--- src/rtl/arm_fetch_decode_front.sv ---
// rtl/arm_fetch_decode_front.sv - ARM pipeline fetch stage, IF/ID register and instruction decode
module arm_fetch_decode_front #(
    parameter logic [31:0] PC_RESET = 32'h0,
    parameter int          PC_STEP  = 4
) (
    input  logic        clk,
    input  logic        rst,
    input  logic        hazard,
    input  logic        branch_taken,
    input  logic [31:0] branch_addr,
    output logic [31:0] imem_addr,
    input  logic [31:0] imem_data,
    input  logic [3:0]  status,
    input  logic        wb_we,
    input  logic [3:0]  wb_dest,
    input  logic [31:0] wb_value,
    output logic [31:0] pc_if,
    output logic [31:0] pc_id,
    output logic [31:0] instr_id,
    output logic [31:0] reg1,
    output logic [31:0] reg2,
    output logic [3:0]  src1,
    output logic [3:0]  src2,
    output logic        two_src,
    output logic [3:0]  alu_cmd,
    output logic [3:0]  dest,
    output logic        status_en,
    output logic        mem_read,
    output logic        mem_write,
    output logic        wb_en,
    output logic        branch,
    output logic        imm,
    output logic [23:0] b_signed_imm,
    output logic [11:0] shifter_operand
);

    logic [31:0] pc;
    logic [31:0] rf [0:14];

    assign imem_addr = pc;
    assign pc_if     = pc + 32'(PC_STEP);

    always_ff @(posedge clk or negedge rst) begin
        if (!rst) begin
            pc <= PC_RESET;
        end else if (branch_taken) begin
            pc <= branch_addr;
        end else if (!hazard) begin
            pc <= pc_if;
        end
    end

    // A taken branch squashes the instruction fetched down the wrong path.
    always_ff @(posedge clk or negedge rst) begin
        if (!rst) begin
            pc_id    <= 32'h0;
            instr_id <= 32'h0;
        end else if (branch_taken) begin
            pc_id    <= 32'h0;
            instr_id <= 32'h0;
        end else if (!hazard) begin
            pc_id    <= pc_if;
            instr_id <= imem_data;
        end
    end

    always_ff @(posedge clk or negedge rst) begin
        if (!rst) begin
            for (int i = 0; i < 15; i++) begin
                rf[i] <= 32'(i);
            end
        end else if (wb_we && wb_dest != 4'hF) begin
            rf[wb_dest] <= wb_value;
        end
    end

    logic [1:0] mode;
    logic [3:0] opcode;
    logic       s_bit;
    logic [3:0] cond;
    logic [3:0] rn;
    logic [3:0] rd;
    logic [3:0] rm;

    assign cond            = instr_id[31:28];
    assign mode            = instr_id[27:26];
    assign imm             = instr_id[25];
    assign opcode          = instr_id[24:21];
    assign s_bit           = instr_id[20];
    assign rn              = instr_id[19:16];
    assign rd              = instr_id[15:12];
    assign rm              = instr_id[3:0];
    assign b_signed_imm    = instr_id[23:0];
    assign shifter_operand = instr_id[11:0];

    logic [3:0] cmd_raw;
    logic       sten_raw;
    logic       mr_raw;
    logic       mw_raw;
    logic       wb_raw;
    logic       br_raw;

    always_comb begin
        cmd_raw  = 4'b0000;
        sten_raw = 1'b0;
        mr_raw   = 1'b0;
        mw_raw   = 1'b0;
        wb_raw   = 1'b0;
        br_raw   = 1'b0;
        case (mode)
            2'b00: begin
                case (opcode)
                    4'b1101: begin cmd_raw = 4'b0001; wb_raw = 1'b1; sten_raw = s_bit; end
                    4'b1111: begin cmd_raw = 4'b1001; wb_raw = 1'b1; sten_raw = s_bit; end
                    4'b0100: begin cmd_raw = 4'b0010; wb_raw = 1'b1; sten_raw = s_bit; end
                    4'b0101: begin cmd_raw = 4'b0011; wb_raw = 1'b1; sten_raw = s_bit; end
                    4'b0010: begin cmd_raw = 4'b0100; wb_raw = 1'b1; sten_raw = s_bit; end
                    4'b0110: begin cmd_raw = 4'b0101; wb_raw = 1'b1; sten_raw = s_bit; end
                    4'b0000: begin cmd_raw = 4'b0110; wb_raw = 1'b1; sten_raw = s_bit; end
                    4'b1100: begin cmd_raw = 4'b0111; wb_raw = 1'b1; sten_raw = s_bit; end
                    4'b0001: begin cmd_raw = 4'b1000; wb_raw = 1'b1; sten_raw = s_bit; end
                    4'b1010: begin cmd_raw = 4'b0100; sten_raw = s_bit; end
                    4'b1000: begin cmd_raw = 4'b0110; sten_raw = s_bit; end
                    default: ;
                endcase
            end
            2'b01: begin
                cmd_raw = 4'b0010;
                if (s_bit) begin
                    mr_raw = 1'b1;
                    wb_raw = 1'b1;
                end else begin
                    mw_raw = 1'b1;
                end
            end
            2'b10: begin
                br_raw = 1'b1;
            end
            default: ;
        endcase
    end

    logic n_f, z_f, c_f, v_f;
    logic cond_ok;

    assign {n_f, z_f, c_f, v_f} = status;

    always_comb begin
        cond_ok = 1'b0;
        case (cond)
            4'h0: cond_ok = z_f;
            4'h1: cond_ok = !z_f;
            4'h2: cond_ok = c_f;
            4'h3: cond_ok = !c_f;
            4'h4: cond_ok = n_f;
            4'h5: cond_ok = !n_f;
            4'h6: cond_ok = v_f;
            4'h7: cond_ok = !v_f;
            4'h8: cond_ok = c_f && !z_f;
            4'h9: cond_ok = !c_f || z_f;
            4'hA: cond_ok = (n_f == v_f);
            4'hB: cond_ok = (n_f != v_f);
            4'hC: cond_ok = !z_f && (n_f == v_f);
            4'hD: cond_ok = z_f || (n_f != v_f);
            4'hE: cond_ok = 1'b1;
            default: cond_ok = 1'b0;
        endcase
    end

    logic issue;
    assign issue = cond_ok && !hazard;

    assign alu_cmd   = issue ? cmd_raw : 4'b0000;
    assign status_en = issue && sten_raw;
    assign mem_read  = issue && mr_raw;
    assign mem_write = issue && mw_raw;
    assign wb_en     = issue && wb_raw;
    assign branch    = issue && br_raw;

    // Operand indices follow the raw decode so hazard detection sees them even when bubbled.
    assign src1    = rn;
    assign src2    = mw_raw ? rd : rm;
    assign two_src = !imm || mw_raw;
    assign dest    = rd;

    always_comb begin
        reg1 = 32'h0;
        reg2 = 32'h0;
        if (src1 != 4'hF) begin
            reg1 = (wb_we && wb_dest == src1) ? wb_value : rf[src1];
        end
        if (src2 != 4'hF) begin
            reg2 = (wb_we && wb_dest == src2) ? wb_value : rf[src2];
        end
    end

endmodule

--- config.mk ---
export PLATFORM = sky130hd
export DESIGN_NAME = arm_fetch_decode_front
export DESIGN_NICKNAME = d
export VERILOG_FILES = /design/src/rtl/arm_fetch_decode_front.sv
export SDC_FILE = /design/constraint.sdc
export NUM_CORES = 1
export LEC_CHECK = 0
export CORE_MARGIN = 2
export CORE_UTILIZATION = 55
export CTS_CLUSTER_DIAMETER = 60
export DETAILED_ROUTE_END_ITERATION = 10
export GPL_ROUTABILITY_DRIVEN = 0
export HOLD_SLACK_MARGIN = 0.1
export PLACE_DENSITY = 0.78
export RECOVER_POWER = 50
export SYNTH_ARGS = -nofsm -noshare
export SYNTH_HDL_FRONTEND = slang
export SYNTH_SLANG_ARGS = --single-unit
--- constraint.sdc ---
create_clock -name clk -period 5.6 [get_ports clk]
set_input_delay 0.84 -clock clk [delete_from_list [all_inputs] [get_ports clk]]
set_output_delay 0.84 -clock clk [all_outputs]
set_load 0.01 [all_outputs]
======== Word level (Yosys, flattened, before mapping) ========
Index checks and enable logic that the tools add are counted.
W data, S select, Z words.
storage, ports and cells
  word-level logic and storage cells ...... 120
  output and inout bits ................... 251
  register bits after elaboration ......... 576
operators by class
  reductions and logical operators ........ 28
  multiplexer cells ....................... 32
  add/sub/neg operators ................... 1
  magnitude comparators ................... 4
  equality and inequality tests ........... 34
  bitwise operators ....................... 3
operators by type and width
  cell                     number
  $bwmux W480              1
  $mux W32                 14
  $bmux W32 S4             2
  $demux W32 S4            1
  $eq A4 B4 Y1 const B     12
  $pmux W4 S9              1
  $add A32 B3 Y32 const B  1
  $eq A4 B3 Y1 const B     7
  $ge A5 B5 Y1 const B     3
  $not A4 Y5               3
  $pmux W1 S15             1
  $eq A4 B2 Y1 const B     3
  $logic_and A1 B1 Y1      12
  $ne A4 B4 Y1 const B     3
  $reduce_or A11 Y1        1
  $reduce_or A9 Y1         1
  $eq A4 B1 Y1 const B     2
  $eq A4 B4 Y1             2
  $logic_not A4 Y1         2
  $mux W1                  8
  $mux W4                  2
  $pmux W4 S2              1
  $logic_not A1 Y1         6
  $lt A5 B1 Y1 const B     1
  other kinds (9)          12

======== Longest topological paths before layout ========
  depth after elaboration ................. 9
  depth in mapped cells ................... 11
  mapped depth without buffers ............ 7

======== Worst setup path before layout ========
No wires, ideal clock.
  kind .................................... register to output
  from .................................... register instr_id[27]
  to ...................................... output port reg2[19]
  data arrival time ....................... 2.551 ns
  buffers on the path ..................... 2
  stages on the path, launching flop included .. 10
  required time ........................... 4.760 ns
  slack ................................... 2.209 ns
  path through ............................ dfrtp_1 > buf_2 > nor3b_2 > mux2i_1 > inv_1 > nand2_1 > buf_1 > o22ai_1 > a2111oi_0 > o21ai_1
between the ends
  longest elaborated chain between the ends .. 9
  elaborated cells on any way between the ends .. 12
  those cells by class .................... eq/ne (3); mux (7); bitwise (1); reduce/logical (1)
ends and longest elaborated chain
  item                                         RTL line  RTL
  start, declared                              19        output logic [31:0] instr_id,
  start signal, assigned                       63        instr_id <= imem_data;
  $eq A2 B1 Y1 *                               110       case (mode)
  $mux W1 *                                    110
  $mux W4 *                                    182       assign src2 = mw_raw ? rd : rm;
  named net src2[2]                            23        output logic [3:0] src2,
  $not A4 Y5 (implied by the code)             193       reg2 = (wb_we && wb_dest == src2) ? wb_value : rf[src2];
  $bmux W32 S4                                 193
  $mux W32 (implied by the code) (2 in a row)  193
  $mux W32                                     193
  $mux W32 *                                   192       if (src2 != 4'hF) begin
  end, declared                                21        output logic [31:0] reg2,
Mark *: on every way through the listed nets, which the timed path passes. The rest lies on a longest branch. The select of a mux whose other input is x is not followed.

======== Worst setup path in the final report ========
  from .................................... register instr_id[27]
  to ...................................... output port reg2[31]
between the ends
  longest elaborated chain between the ends .. 9
  elaborated cells on any way between the ends .. 12
  those cells by class .................... eq/ne (3); mux (7); bitwise (1); reduce/logical (1)
ends and longest elaborated chain
  item                                         RTL line
  $eq A2 B1 Y1 *                               110
  $mux W1 *                                    110
  $mux W4 *                                    182
  $not A4 Y5 (implied by the code)             193
  $bmux W32 S4                                 193
  $mux W32 (implied by the code) (2 in a row)  193
  $mux W32                                     193
  $mux W32 *                                   192
Mark *: on every way between the ends. The rest lies on a longest branch, timed or not. The select of a mux whose other input is x is not followed.

==> flow_summary.toml <==
[synth]
syn-num-nets = 2839
synth.yosys.seq_area_share_pct = 45.4
synthesis.area_um2 = 31900
yosys.area.top_type_share_pct = 43.0
async_reset_ff_share_pct = 100
yosysWarnings = 0
synth_cell_types = 60
synth.area.top_cells = "dfrtp_1 (43%), mux2_2 (17%), mux4_2 (9.0%)"
ys_ff_latch = 576
synth_largest_area_cell = "dfrtp_1"
synth_common_cells = "dfrtp_1 (548), mux2_2 (481), nand2_1 (329)"
syn_avg_cell_area_um2 = 11.7
synth_most_common_cell = "dfrtp_1"
synth_edf_count = 0
syn_inst = 2729
synth_flop_cell = "dfrtp_1"

[floorplanning]
fp.dieArea_um2 = 59900
rows = 88
core_um2 = 57500
die_y_um = 245
initial_core_util_pct = 55.4
io_pins = 360
fp.dieW_um = 245

[timing]
maxSlewViolCount = 356
fin_setup_tns_ns = 0
layout_min_cycle_time_ns = 5.46
hold_violations = 0
worst_pin_slew_ns = 4.75
skew_ns = 0.0150
finalSetupViolations = 0
max_freq_mhz = 183
slew_headroom_pct = -216
rsz0062_at_grt = "false"
finalCritPeriodShare_pct = 97.5

[cells_and_area]
fin_area_um2 = 37900
final_util_pct = 66.0
drive_gt1_share_pct = 27.9
fin_cells = 3743
num-nets-final = 3035
syn_to_final_growth_pct = 19.1

[clock_tree]
path_clk_slew_ns = 0.06
cts_buffers = 61
ctsResizeCount = 0
cts-root-buf = "clkbuf_16"
clk_latency_ns = 0.63
clock_sinks = 576
cts_htree_levels = 2
clk_path_buf_depth = 3
postCtsSetupBuffers = 0
cts_tree = "done"
postCtsHoldBufs = 0

[global_route]
grt_pass1_wl_um = 155000
grt_pass1_vias = 25100
grt_max_degree = 123
grt_use_total_pct = 34.0
antenna_found_initial = 10
grt.overflow.total = 0

[pwr]
p_leak_uw = 0.0152
power_uw = 13400
p_per_area_nw_per_um2 = 353
ir_drop_mv = 0.275

[routing]
dr.pass1.iters = 6
avgViaCountPerCell = 6.66
ant_nets = 0
routedWlPerCell_um = 27.5
initialDrtViolationCount = 2855
drc = 0
vias = 24900
wl_um = 103000

[worst_setup_path]
path_buf_inv = 3
end_kind = "output port"
reg2reg_slack_ns = 2.81
crit_type = "flop to output port"
crit_required_ns = 4.76
crit_slowest_cell = "or3b_1"
path_cells = "or3b_1 -> mux2i_1 -> buf_4 -> nand2_1 -> buf_12 -> o22ai_1 -> a2111oi_0 -> o21ai_1 -> clkdlybuf4s50_1"
crit_arrival_ns = 4.62
cp-start-kind = "flop"
path_max_fanout = 23
critical_path.max_stage_delay_ns = 0.69
cp_top_family = "simple AND/OR/NAND/NOR gates"

[place]
placed_area_um2 = 35900
dp_cells = 3627
dp_hpwl_um = 62300
io_buffers = 359

[status]
failed_checks = "max-capacitance violations, max-slew violations"
status = "finished with violations"

[flow_run]
max-cap-violations = 7

[hold_path]
hold_class = "flop to flop"
area by class of cell:
type,instances,area [um^2]
Timing Repair Buffer,426,4220
Multi-Input combinational cell,1847,16200
Tap cell,765,957
Fill cell,4205,19500
Inverter,13,56.3
Clock buffer,92,1810
Antenna cell,6,15.0
Clock inverter,18,238
Sequential cell,576,14500
placed cells by master, fill, tap and decap left out, drive strengths merged, types with 23 or more instances in the layout:
cell type	instances
a2111oi	32
clkbuf	100
xnor2	37
a21oi	52
nor2	131
mux2i	234
dlygate4sd3	36
mux4	128
nand3	51
o22ai	32
dfrtp	548
a32oi	62
xor2	23
mux2	482
buf	62
o21ai	105
nand2	329
dfstp	28
clkdlybuf4s50	320
final timing paths:
path | startpoint | endpoint | cells after the start
max | instr_id[27] | reg2[31] | 9
min | rf[107] | rf[107] | 1
max reg2reg | imem_addr[2] | imem_addr[27] | 6
min reg2reg | rf[107] | rf[107] | 1
max in group asynchronous | rst | instr_id[18] | 2
min in group asynchronous | rst | imem_addr[8] | 1
metal layers:
metal	track usage (%)	part of all wire [%]
met1	44.4	38
met4	16.6	5.1
met2	53.6	47
met3	8.18	10
met5	0	0.048
cells by family (layout without fill, tap and decap cells):
group	after synthesis	count (layout)	synth area share, %
compound gates	328	328	6.85
xor+xnor	60	60	1.65
buf+inv	306	549	4.34
other cells	0	6	0
simple gates	614	614	8.32
flops	576	576	45.4
fa+ha+maj	1	1	0.0393
mux	844	844	33.4
power by group:
group / internal [uW] / leakage (uW) / total, uW / switching [uW]
sequential: 5060 / 0.00706 / 5820 / 753
clock: 2440 / 0.000997 / 4150 / 1710
combinational: 1900 / 0.00715 / 3420 / 1510
total: 9410 / 0.0152 / 13400 / 3980
registers in the layout (all words and copies together), names as in the netlist:
name,count
rf,480
pc_id,32
imem_addr,32
instr_id,32
metrics by stage:
step | setup WS, ns | hold slack, ns
floorplan | 2.21 | 0.481
global placement | 0.910 | 0.501
detailed placement | 0.845 | 0.515
CTS | 0.0649 | 0.203
global route | 0.0542 | 0.542
finish | 0.137 | 0.530
(Power assumes the default switching activity.)
